==> src/rtl/alu_frame_assembler.sv <==
// alu_frame_assembler: gathers tagged A/B/opcode words into one ALU operation with valid/ready issue; RX_TIMEOUT_EN adds a partial-frame timeout
module alu_frame_assembler #(
  parameter int NB_DATA     = 8,
  parameter int NB_OP       = 6,
  parameter int NB_TAG      = 2,
  parameter int TIMEOUT_CYC = 1024
) (
  input  logic                      i_clk,
  input  logic                      i_reset,
  input  logic [NB_TAG+NB_DATA-1:0] i_word,
  input  logic                      i_word_valid,
  output logic                      o_word_ready,
  input  logic                      i_tx_busy,
  output logic [NB_DATA-1:0]        o_operand_a,
  output logic [NB_DATA-1:0]        o_operand_b,
  output logic [NB_OP-1:0]          o_opcode,
  output logic                      o_data_valid,
  input  logic                      i_data_ready,
  output logic                      o_dup_err,
  output logic                      o_tag_err,
  output logic                      o_timeout
);
  typedef enum logic [1:0] {COLLECT, HOLD, ISSUE} state_t;
  state_t state, state_n;
  logic [NB_TAG-1:0] tag;
  logic [NB_DATA-1:0] payload;
  logic [2:0] flags, flags_n, set_mask;
  logic accept, abort, expire;
  assign {tag, payload} = i_word;
  assign o_word_ready = state == COLLECT;
  assign o_data_valid = state == ISSUE;
  assign accept = i_word_valid & o_word_ready;
  assign set_mask = accept ? {tag == NB_TAG'(2), tag == NB_TAG'(1), tag == NB_TAG'(0)} : 3'b000;
  assign abort = accept & (tag == NB_TAG'(3));
  // flags stay set through HOLD/ISSUE so the frame is only retired by the handshake
  always_comb begin
    state_n = state;
    flags_n = flags;
    case (state)
      COLLECT: begin
        flags_n = (abort | expire) ? 3'b000 : flags | set_mask;
        if (&flags_n) state_n = i_tx_busy ? HOLD : ISSUE;
      end
      HOLD: state_n = i_tx_busy ? HOLD : ISSUE;
      ISSUE: begin
        state_n = i_data_ready ? COLLECT : ISSUE;
        flags_n = i_data_ready ? 3'b000 : flags;
      end
      default: state_n = COLLECT;
    endcase
  end
  always_ff @(posedge i_clk or negedge i_reset)
    if (!i_reset) begin
      state <= COLLECT;
      flags <= 3'b000;
    end else begin
      state <= state_n;
      flags <= flags_n;
    end
  always_ff @(posedge i_clk or negedge i_reset)
    if (!i_reset) begin
      o_operand_a <= '0;
      o_operand_b <= '0;
      o_opcode    <= '0;
      o_dup_err   <= 1'b0;
      o_tag_err   <= 1'b0;
      o_timeout   <= 1'b0;
    end else begin
      if (set_mask[0]) o_operand_a <= payload;
      if (set_mask[1]) o_operand_b <= payload;
      if (set_mask[2]) o_opcode <= payload[NB_OP-1:0];
      o_dup_err <= |(set_mask & flags);
      o_tag_err <= accept & ~|set_mask & ~abort;
      o_timeout <= expire;
    end
`ifdef RX_TIMEOUT_EN
  localparam int CW = $clog2(TIMEOUT_CYC);
  logic [CW-1:0] cnt;
  logic run;
  assign run = (state == COLLECT) & |flags & ~accept;
  assign expire = run & (cnt == CW'(TIMEOUT_CYC - 1));
  always_ff @(posedge i_clk or negedge i_reset)
    if (!i_reset) cnt <= '0;
    else cnt <= (run & ~expire) ? cnt + 1'b1 : '0;
`else
  logic unused_timeout;
  assign unused_timeout = |TIMEOUT_CYC;
  assign expire = 1'b0;
`endif
endmodule

==> config.mk <==
export PLATFORM = sky130hd
export DESIGN_NAME = alu_frame_assembler
export DESIGN_NICKNAME = d
export VERILOG_FILES = /design/src/rtl/alu_frame_assembler.sv
export SDC_FILE = /design/constraint.sdc
export NUM_CORES = 1
export LEC_CHECK = 0
export CORE_ASPECT_RATIO = 1.1
export CORE_MARGIN = 2
export CORE_UTILIZATION = 40
export DETAILED_ROUTE_END_ITERATION = 8
export DONT_BUFFER_PORTS = 1
export SKIP_CTS_REPAIR_TIMING = 1
export SLEW_MARGIN = 10
export SYNTH_ARGS = -nofsm -noshare
export SYNTH_HDL_FRONTEND = slang
export SYNTH_SLANG_ARGS = --single-unit
==> constraint.sdc <==
create_clock -name i_clk -period 2.8 [get_ports i_clk]
set_clock_uncertainty 0.05 [all_clocks]
set_input_delay 0.42 -clock i_clk [delete_from_list [all_inputs] [get_ports i_clk]]
set_output_delay 0.42 -clock i_clk [all_outputs]
set_load 0.01 [all_outputs]
---- Yosys cells after proc, flatten, opt, wreduce, memory -nomap -nowiden ----
Cells that the tools add are included.
storage, ports and cells
  input bits .............................. 15
  register bits after elaboration ......... 29
  output and inout port bits .............. 27
  word-level logic and storage cells ...... 37
operators by class
  equality and inequality tests ........... 7
  bitwise gates (word level) .............. 7
  multiplexer cells ....................... 8
  reduce and logical (&&, ||, !) cells .... 8
operator list
  operator              count
  $mux W3               3
  $eq A2 B2 Y1 const B  3
  $mux W2               3
  $pmux W2 S3           1
  $pmux W3 S2           1
  $reduce_or A3 Y1      2
  $and A1 B1 Y1         4
  $eq A2 B1 Y1 const B  2
  $logic_not A2 Y1      2
  $ne A2 B1 Y1 const B  2
  $and A3 B3 Y3         1
  $or A3 B3 Y3          1
  $reduce_and A3 Y1     1
  $reduce_and A2 Y1     1
  $reduce_bool A2 Y1    1
  $logic_not A1 Y1      1
  $not A1 Y1            1

---- Depth between registers and ports, before layout ----
  depth in word-level cells ............... 8
  gate-level depth with buffers ........... 5
  mapped depth without buffers ............ 4

---- Worst setup path after synthesis ----
Ideal clock, no wire load.
  kind .................................... flip-flop to flip-flop
  start ................................... register state[1]
  end ..................................... register o_operand_a[0]
  required time ........................... 2.625 ns
  library setup time ...................... 0.125 ns
  path buffers ............................ 1
  arrival ................................. 1.381 ns
  clock period less this slack ............ 1.556 ns
  setup slack ............................. 1.244 ns
  cell stages (with the launch flop) ...... 5
  path through ............................ dfrtp_1 > nor4b_4 > nor2b_1 > buf_4 > mux2_2
on the way
  word-level cells in the longest chain between the ends .. 3
RTL lines
  item                    line  text
  start, declared         24    state_t state, state_n;
  start signal, assigned  57    state <= state_n;
  $logic_not A2 Y1        30    assign o_word_ready = state == COLLECT;
  $and A1 B1 Y1           32    assign accept = i_word_valid & o_word_ready;
  $mux W3                 33    assign set_mask = accept ? {tag == NB_TAG'(2), tag == NB_TAG'(1), tag == NB_TAG'(0)} : 3'b000;
  end signal, assigned    69    if (set_mask[0]) o_operand_a <= payload;
  end, declared           14    output logic [NB_DATA-1:0] o_operand_a,
Every way passes these cells.
A chain may end at the register's enable or synchronous reset.

---- Final worst setup path ----
  start ................................... register state[1]
  end ..................................... output o_word_ready
on the way
  word-level cells in the longest chain between the ends .. 1
RTL lines
  item              line  text
  $logic_not A2 Y1  30
  end, declared     12    output logic o_word_ready,
Every way passes these cells.

==> impl_metrics.toml <==
[power]
leakage_uw = 0.000591
p_comb_frac = 0.231
power_density_mw_per_mm2 = 1130
internal_power_uw = 1050
clockPowerShare = 0.224
p_sw_frac = 0.325
seqPwrFrac = 0.545
peakVddDrop_mv = 0.566
switchingPower_uw = 503

[cts]
cts_tree = "built"
numCtsBuffers = 5
cts_sinks = 29
cts-htree-levels = 2
root_buffer = "clkbuf_4"
clock_path_buffers = 2
clkLatencyLatePin_ps = 310
clk_pin_slew_worst_paths_ps = 90

[detailed_routing]
drt_wl_total_mm = 2.18
via_per_inst = 5.37
drc = 0
postRouteAntennaNets = 0
post_drt_wl_per_cell_um = 17.3
vias = 676
first_pass_iters = 4
drt_iter0_markers = 7

[synthesis]
synthMostInstantiatedCell = "dfrtp_1"
avgSynthCellArea_um2 = 14.7
yosys.area.top_type = "dfrtp_1"
synthesis.area_mm2 = 0.00122
synth-seq-area-share = 0.595
async_flop_share = 1.00
synth_area_leaders = "dfrtp_1, mux2_2, nand4bb_4"
synthCells = 83
synthTopCellsByCount = "dfrtp_1, mux2_2, inv_1"
netlist.area_leader.share = 0.595
ys.flop_type = "dfrtp_1"
synth-edff-count = 0
synth_warnings = 0
ys_seq_elements = 29
synth_cell_types = 25

[outcome]
status = "finished clean"

[timing]
period_share = 0.626
setup_viol_count_final = 0
clock.fmax_mhz = 571
drv_slew = 0
rsz0062_at_grt = "false"
whs_ps = 200
fin_setup_tns_ps = 0
finalCriticalPeriod_ps = 1750
finalHoldViolCount = 0

[cells_and_area]
final_util = 0.461
drive_gt1_frac = 0.413
antenna_cells = 0
design_area_mm2 = 0.00137
syn2layout_area_growth_pct = 12.3
layout.nets = 106
nFillCells = 284

[worst_setup_path]
critPathMaxFanout = 9
required_ps = 2330
crit_type = "flop to output pin"
reg2reg_slack_ps = 1100
critPathArrivalTime_ps = 1280
endpoint_kind = "output pin"
cp-start-kind = "flop"

[floorplan]
design.die.area_mm2 = 0.00350
fp-row-count = 21
ioPinCount = 42
initial_core_util = 0.410
die_w_um = 56.6
dieHeight_um = 61.9
design.core.area_mm2 = 0.00297

[min_path]
hold_path.class = "primary input to flop"

[placed_design]
placed_area_mm2 = 0.00125
hpwl_mm = 1.55
portBuffers = 0
gp_congestion = 0.710

[grt]
antenna_found_initial = 0
grt_max_degree = 30
gr-usage-all-layers = 0.136
grt_overflow = 0
grt_pass1_vias = 706
grt_pass1_wl_mm = 3.40

[flow_run]
maxCapViolations = 0
==> power groups by stage <==
stage          clock network (µW)  registers, µW  logic, µW
5_1_grt                       377            876        400
4_1_cts                       365            850        352
3_5_place_dp                    0            857        353
6_report                      348            845        357
2_1_floorplan                   0            809        311
3_3_place_gp                    0            853        340
==> worst paths after layout <==
| kind | from | cells after the start | end |
|---|---|---|---|
| max in group asynchronous | i_reset | 2 | o_opcode[3] |
| setup / recovery | state[1] | 2 | o_word_ready |
| hold / removal | i_word[6] | 1 | o_operand_a[6] |
| setup reg to reg | state[1] | 4 | o_operand_a[5] |
| hold reg to reg | flags[2] | 1 | flags[2] |
| min in group asynchronous | i_reset | 2 | o_operand_a[1] |
==> worst max-delay path, stage by stage, from the launching register on <==
cell,delay (ps)
dfrtp_1,490
or2_2,330
inv_1,150
==> routing by layer <==
metal | vias up | share of wire | track usage
met5 | - | 0 | 0
met4 | 0 | 0.0087 | 0.0816
met3 | 2 | 0.078 | 0.0642
met2 | 23 | 0.49 | 0.193
met1 | 339 | 0.42 | 0.170
li1 | 312 | - | -
==> cell families after synthesis <==
kind of cell | count (synthesis) | synth area share
flip-flops | 29 | 0.595
multiplexers | 22 | 0.203
AO/OA/AOI/OAI | 12 | 0.0729
other | 1 | 0.00308
buffers and inverters | 6 | 0.0246
AND/OR/NAND/NOR | 13 | 0.101
==> state kept, by name (all words and copies together), names as in the netlist <==
| name | cells |
|---|---|
| flags | 3 |
| o_opcode | 6 |
| o_tag_err | 1 |
| o_dup_err | 1 |
| state | 2 |
| o_operand_b | 8 |
| o_operand_a | 8 |
==> layout by cell type, fill, tap and decap left out <==
cell | Yosys | final
and4bb_2 | 1 | 1
o21bai_1 | 1 | 1
a21oi_1 | 2 | 2
nor2_4 | 1 | 1
clkbuf_1 | 1 | 1
nand2_1 | 2 | 2
clkbuf_8 | 0 | 1
dlygate4sd3_1 | 0 | 1
dfrtp_1 | 29 | 29
a21bo_2 | 1 | 1
buf_12 | 0 | 1
clkbuf_4 | 0 | 5
a32o_1 | 1 | 1
or2_2 | 2 | 2
buf_4 | 2 | 1
nor2b_1 | 2 | 2
mux2_2 | 22 | 22
o21ai_0 | 2 | 2
nor2_1 | 2 | 2
nor3b_1 | 1 | 1
inv_1 | 3 | 3
nor4b_4 | 1 | 1
a21o_1 | 1 | 1
a41oi_1 | 1 | 1
a22oi_1 | 1 | 1
bufinv_16 | 0 | 1
a22o_1 | 1 | 1
o2bb2ai_1 | 1 | 1
nand4bb_4 | 1 | 1
conb_1 | 1 | 2
==> stage by stage <==
| stage | setup slack, ps | total power, µW | instances |
|---|---|---|---|
| after floorplan | 1240 | 1120 | 84 |
| after global placement | 1160 | 1190 | 116 |
| after detailed placement | 1110 | 1210 | 116 |
| after CTS | 1020 | 1570 | 124 |
| after global routing | 970 | 1650 | 126 |
| final | 1050 | 1550 | 126 |
==> layout make-up <==
class                           instances  area, µm²  share of cell area
Sequential cell                        29        726               0.530
Clock buffer                            7       55.1              0.0402
Inverter                                3       11.3             0.00823
Timing Repair Buffer                    3       37.5              0.0274
Tap cell                               34       42.5              0.0311
Clock inverter                          1       30.0              0.0219
Multi-Input combinational cell         49        467               0.341
Power figures use the tool's default switching activity.
